--- src/rtl/reset_seq_pkg.sv ---
// Shared types and default timing for the reset sequencer and its helpers.
package reset_seq_pkg;

    typedef enum logic [1:0] {
        ST_ASSERT  = 2'd0,
        ST_HOLD    = 2'd1,
        ST_RELEASE = 2'd2,
        ST_DONE    = 2'd3
    } state_t;

    localparam int unsigned DEF_STAGES      = 4;
    localparam int unsigned DEF_HOLD_CYCLES = 16;
    localparam int unsigned DEF_STAGE_DELAY = 8;
    localparam int unsigned DEF_CNT_W       = 16;

    // Wide enough to count 0..8 released stages.
    localparam int unsigned IDX_W = 4;

endpackage

--- src/rtl/reset_sync.sv ---
// Two-flop reset synchronizer: asserts asynchronously, releases on the second clk edge.
module reset_sync (
    input  logic clk,
    input  logic rst_n,
    output logic sync_ok
);

    logic meta;

    // Shift a constant 1 through two flops once rst_n is high.
    always_ff @(posedge clk or negedge rst_n) begin
        if (!rst_n) begin
            meta    <= 1'b0;
            sync_ok <= 1'b0;
        end else begin
            meta    <= 1'b1;
            sync_ok <= meta;
        end
    end

endmodule

--- src/rtl/reset_sequencer.sv ---
// Staged reset release: hold all outputs, then drop them one by one in index order.
module reset_sequencer
    import reset_seq_pkg::*;
#(
    parameter int unsigned STAGES      = DEF_STAGES,
    parameter int unsigned HOLD_CYCLES = DEF_HOLD_CYCLES,
    parameter int unsigned STAGE_DELAY = DEF_STAGE_DELAY,
    parameter int unsigned CNT_W       = DEF_CNT_W
) (
    input  logic              clk,
    input  logic              rst_n,
    input  logic              soft_rst_req,
    output logic [STAGES-1:0] rst_out,
    output logic              ready,
    output logic [2:0]        stage_idx
);

    state_t             state_q, state_nxt;
    logic [CNT_W-1:0]   cnt_q, cnt_nxt;
    logic [STAGES-1:0]  rst_nxt;
    logic               ready_nxt;
    logic [IDX_W-1:0]   idx_q, idx_nxt;
    logic               sync_ok;

    reset_sync u_sync (
        .clk     (clk),
        .rst_n   (rst_n),
        .sync_ok (sync_ok)
    );

    // Status output carries the low bits of the released-stage count.
    assign stage_idx = idx_q[2:0];

    // State and output registers, all forced to the reset state by rst_n.
    always_ff @(posedge clk or negedge rst_n) begin
        if (!rst_n) begin
            state_q <= ST_ASSERT;
            cnt_q   <= '0;
            rst_out <= '1;
            ready   <= 1'b0;
            idx_q   <= '0;
        end else begin
            state_q <= state_nxt;
            cnt_q   <= cnt_nxt;
            rst_out <= rst_nxt;
            ready   <= ready_nxt;
            idx_q   <= idx_nxt;
        end
    end

    // Next-state and next-output logic; releases shift a zero in from bit 0.
    always_comb begin
        state_nxt = state_q;
        cnt_nxt   = cnt_q;
        rst_nxt   = rst_out;
        ready_nxt = ready;
        idx_nxt   = idx_q;

        case (state_q)
            ST_ASSERT: begin
                if (sync_ok) begin
                    state_nxt = ST_HOLD;
                    cnt_nxt   = '0;
                end
            end

            ST_HOLD: begin
                if (cnt_q == CNT_W'(HOLD_CYCLES - 1)) begin
                    cnt_nxt = '0;
                    rst_nxt = rst_out << 1;
                    idx_nxt = IDX_W'(1);
                    if (STAGES == 1) begin
                        state_nxt = ST_DONE;
                        ready_nxt = 1'b1;
                    end else begin
                        state_nxt = ST_RELEASE;
                    end
                end else begin
                    cnt_nxt = cnt_q + CNT_W'(1);
                end
            end

            ST_RELEASE: begin
                if (soft_rst_req) begin
                    state_nxt = ST_HOLD;
                    cnt_nxt   = '0;
                    rst_nxt   = '1;
                    ready_nxt = 1'b0;
                    idx_nxt   = '0;
                end else if (cnt_q == CNT_W'(STAGE_DELAY - 1)) begin
                    cnt_nxt = '0;
                    rst_nxt = rst_out << 1;
                    idx_nxt = idx_q + IDX_W'(1);
                    if (idx_q == IDX_W'(STAGES - 1)) begin
                        state_nxt = ST_DONE;
                        ready_nxt = 1'b1;
                    end
                end else begin
                    cnt_nxt = cnt_q + CNT_W'(1);
                end
            end

            ST_DONE: begin
                if (soft_rst_req) begin
                    state_nxt = ST_HOLD;
                    cnt_nxt   = '0;
                    rst_nxt   = '1;
                    ready_nxt = 1'b0;
                    idx_nxt   = '0;
                end
            end

            default: begin
                state_nxt = ST_ASSERT;
            end
        endcase
    end

endmodule

--- config.mk ---
export PLATFORM = sky130hd
export DESIGN_NAME = reset_sequencer
export DESIGN_NICKNAME = d
export VERILOG_FILES = /design/src/rtl/reset_seq_pkg.sv /design/src/rtl/reset_sync.sv /design/src/rtl/reset_sequencer.sv
export SDC_FILE = /design/constraint.sdc
export NUM_CORES = 1
export LEC_CHECK = 0
export BUFFER_PORTS_ARGS = -buffer_cell sky130_fd_sc_hd__buf_2
export CORE_ASPECT_RATIO = 0.7
export CORE_UTILIZATION = 23
export DETAILED_ROUTE_END_ITERATION = 10
export GPL_ROUTABILITY_DRIVEN = 0
export PLACE_DENSITY = 0.43
export SLEW_MARGIN = 20
export SYNTH_ARGS = -nofsm -noshare
export SYNTH_HDL_FRONTEND = slang
export SYNTH_SLANG_ARGS = --single-unit
--- constraint.sdc ---
create_clock -name clk -period 2.8 [get_ports clk]
set_clock_uncertainty 0.2 [all_clocks]
set_input_delay 0.28 -clock clk [delete_from_list [all_inputs] [get_ports clk]]
set_output_delay 0.28 -clock clk [all_outputs]
set_load 0.02 [all_outputs]
==> results.toml <==
[routing]
drcViolationCount = 0
antenna_left = 0
drt_iter0_drc = 66
vias = 1125
avgRoutedWirePerCell_um = 11.2
routed_wl_um = 3040
first_pass_iters = 4
routed_via_density = 4.14

[outcome]
outcome = "complete, no violations"

[logic_synthesis]
syn_nets = 173
synth_top_family_by_area = "simple AND/OR/NAND/NOR gates"
synth_simple_gate_area_share_pct = 24.7
synth_edf_count = 0
syn-cell-area_um2 = 1620
synth_cell_type_count = 44
synthMuxAreaShare_pct = 2.62
postSynthAreaPerCell_um2 = 9.96
synth_compound_area_share_pct = 11.7
synth_cells = 163
synth_warnings = 0
synth-xor-area-share_pct = 5.40
ys_seq_elements = 29
synthAdderAreaFrac_pct = 5.40
synth_flop_cell = "dfrtp_1"
seq_area_frac_synth_pct = 45.0
synth-async-reset-ratio_pct = 100

[layout]
drive_gt1_share_pct = 18.5
finalNonFillerCells = 272
area_growth_pct = 15.3
diodes = 0
nFillCells = 723
final_cell_mix = "25 x dfrtp_1, 18 x nor2_1, 16 x nand2_1"
final_common_cell = "dfrtp_1"
seq_area_um2 = 731
fin_util_pct = 27.6
multi_input_area_um2 = 813
fin_nets = 187

[min_path]
hold_class = "reg -> reg"

[clocking]
cts-root-buf = "clkbuf_8"
cts_resized = 0
clkSinkCount = 29
clk_path_buf_depth = 2
post-cts-setup-buffer-count = 0
cts_max_level = 2
cts_buffers = 5
clk_latency_ns = 0.27
path_clk_slew_ns = 0.06
cts_tree = "yes"

[pwr]
ir_drop_mv = 0.223
leakagePower_nw = 0.807
powerDensity_nw_per_um2 = 843
power.total_w = 0.00158

[setup_path]
required_ns = 2.76
crit_fanout = 8
critPathLaunchType = "flop"
cp-end-kind = "flop"
critical_path_class = "reg -> reg"
worstPathArrival_ns = 2.45

[timing]
layout_setup_ws_ns = 0.311
post-route-period-util_pct = 88.9
hold_viol = 0
period_minus_slack_ns = 2.49
setup_viol = 0
tightest_slew_ns = 0.667
fmax_mhz = 402
maxSlewViolCount = 0
setup_tns_ns = 0
rsz0062_at_grt = "no"
relSlewSlack_pct = 55.5

[placed_design]
dp_hpwl_um = 2220
numPortBuffers = 10
dp_cells = 263
pre_cts_slack_ns = 0.320

[global_route]
grt_pass1_vias = 1120
antenna_found_initial = 0
grt_max_degree = 30
grt_pass1_wl_um = 5520
track_usage_pct = 9.71
grt_overflow_total = 0

[floorplan]
dieArea_um2 = 7400
start_util_pct = 23.9
die-width_um = 102
ioPinCount = 11
die_h_um = 72.3
core_area_um2 = 6790
rows = 25

[job]
max_cap_viol_count = 0
[where the power goes]
| group | switching (W) | internal, W |
|---|---|---|
| combinational | 0.000408 | 0.000240 |
| clock | 0.000145 | 0.000200 |
| sequential | 0.0000684 | 0.000517 |
| total | 0.000622 | 0.000957 |
[final cells by class]
| type | instances | area share [%] |
|---|---|---|
| Tap cell | 94 | 6.28 |
| Inverter | 10 | 2.01 |
| Sequential cell | 29 | 39.0 |
| Clock buffer | 8 | 4.81 |
| Multi-Input combinational cell | 117 | 43.4 |
| Timing Repair Buffer | 14 | 4.41 |
[sequential cells by signal, summed over array words and instances, names as in the netlist]
| register | cells |
|---|---|
| u_sync.sync_ok | 1 |
| u_sync.meta | 1 |
| ready | 1 |
| state_q | 2 |
| idx_q | 4 |
| cnt_q | 16 |
| rst_out | 4 |
[metrics by stage]
| stage | hold slack [ns] | instance area, um^2 |
|---|---|---|
| 6_report | 0.148 | 1870 |
| 5_1_grt | 0.170 | 1870 |
| 4_1_cts | 0.149 | 1870 |
| 3_5_place_dp | 0.135 | 1770 |
| 3_3_place_gp | 0.136 | 1770 |
| 2_1_floorplan | -0.216 | 1620 |
[repair_timing]
item                                    in CTS  in global routing
endpoints found under the setup margin       0                  0
hold buffers                                 1                  0
hold endpoints to repair                    25                  0
[synth_stat cells, types with 2 or more instances]
| cell type | instances | area [um^2] |
|---|---|---|
| dfrtp_1 | 25 | 626 |
| nor2_1 | 18 | 67.6 |
| nand2_1 | 16 | 60.1 |
| inv_1 | 10 | 37.5 |
| nand3_1 | 10 | 50.1 |
| xor2_1 | 8 | 70.1 |
| ha_1 | 7 | 87.6 |
| a31oi_1 | 6 | 37.5 |
| o21ai_0 | 6 | 30.0 |
| a21oi_1 | 4 | 20.0 |
| dfstp_2 | 4 | 105 |
| nor2b_1 | 4 | 25.0 |
| and3_1 | 3 | 18.8 |
| buf_2 | 3 | 15.0 |
| buf_4 | 3 | 22.5 |
| nor4_2 | 3 | 37.5 |
| and2b_1 | 2 | 15.0 |
| mux2i_1 | 2 | 20.0 |
| nand4_1 | 2 | 12.5 |
| o21a_1 | 2 | 15.0 |
| xnor2_1 | 2 | 17.5 |
[kinds of logic (layout without fill, tap and decap cells)]
| kind of cell | Yosys count | count (layout) |
|---|---|---|
| other cells | 1 | 1 |
| compound gates | 27 | 27 |
| flops | 29 | 29 |
| fa+ha+maj | 7 | 7 |
| buf+inv | 17 | 32 |
| mux | 4 | 4 |
| xor+xnor | 10 | 10 |
| simple gates | 68 | 68 |
[routing by layer]
| layer | track usage [%] | vias up | wire, um |
|---|---|---|---|
| li1 | - | 597 | - |
| met1 | 15.0 | 507 | 1730 |
| met2 | 12.4 | 19 | 1160 |
| met3 | 2.60 | 2 | 116 |
| met4 | 3.81 | 0 | 26 |
| met5 | 0 | - | 0 |
[critical path, cell delays in order (launching register included)]
cell and delay (ns):
dfrtp_1 0.39, inv_1 0.09, ha_1 0.29, and2b_1 0.26
mux2_2 0.29, a22o_1 0.29, nor2_1 0.30, buf_4 0.22
nor2_1 0.05
[worst paths after layout]
check / to / depth (start not counted) / slack, ns / start
min reg2reg: u_sync.sync_ok$_DFF_PN0_ / 0 / 0.15 / u_sync.meta$_DFF_PN0_
max reg2reg: cnt_q[12]$_DFFE_PN0P_ / 8 / 0.31 / state_q[0]$_DFFE_PN0P_
max: cnt_q[12]$_DFFE_PN0P_ / 8 / 0.31 / state_q[0]$_DFFE_PN0P_
max in group asynchronous: idx_q[1]$_DFFE_PN0P_ / 2 / 1.59 / rst_n
min in group asynchronous: cnt_q[13]$_DFFE_PN0P_ / 2 / 0.38 / rst_n
min: u_sync.sync_ok$_DFF_PN0_ / 0 / 0.15 / u_sync.meta$_DFF_PN0_
(Power assumes the default switching activity.)
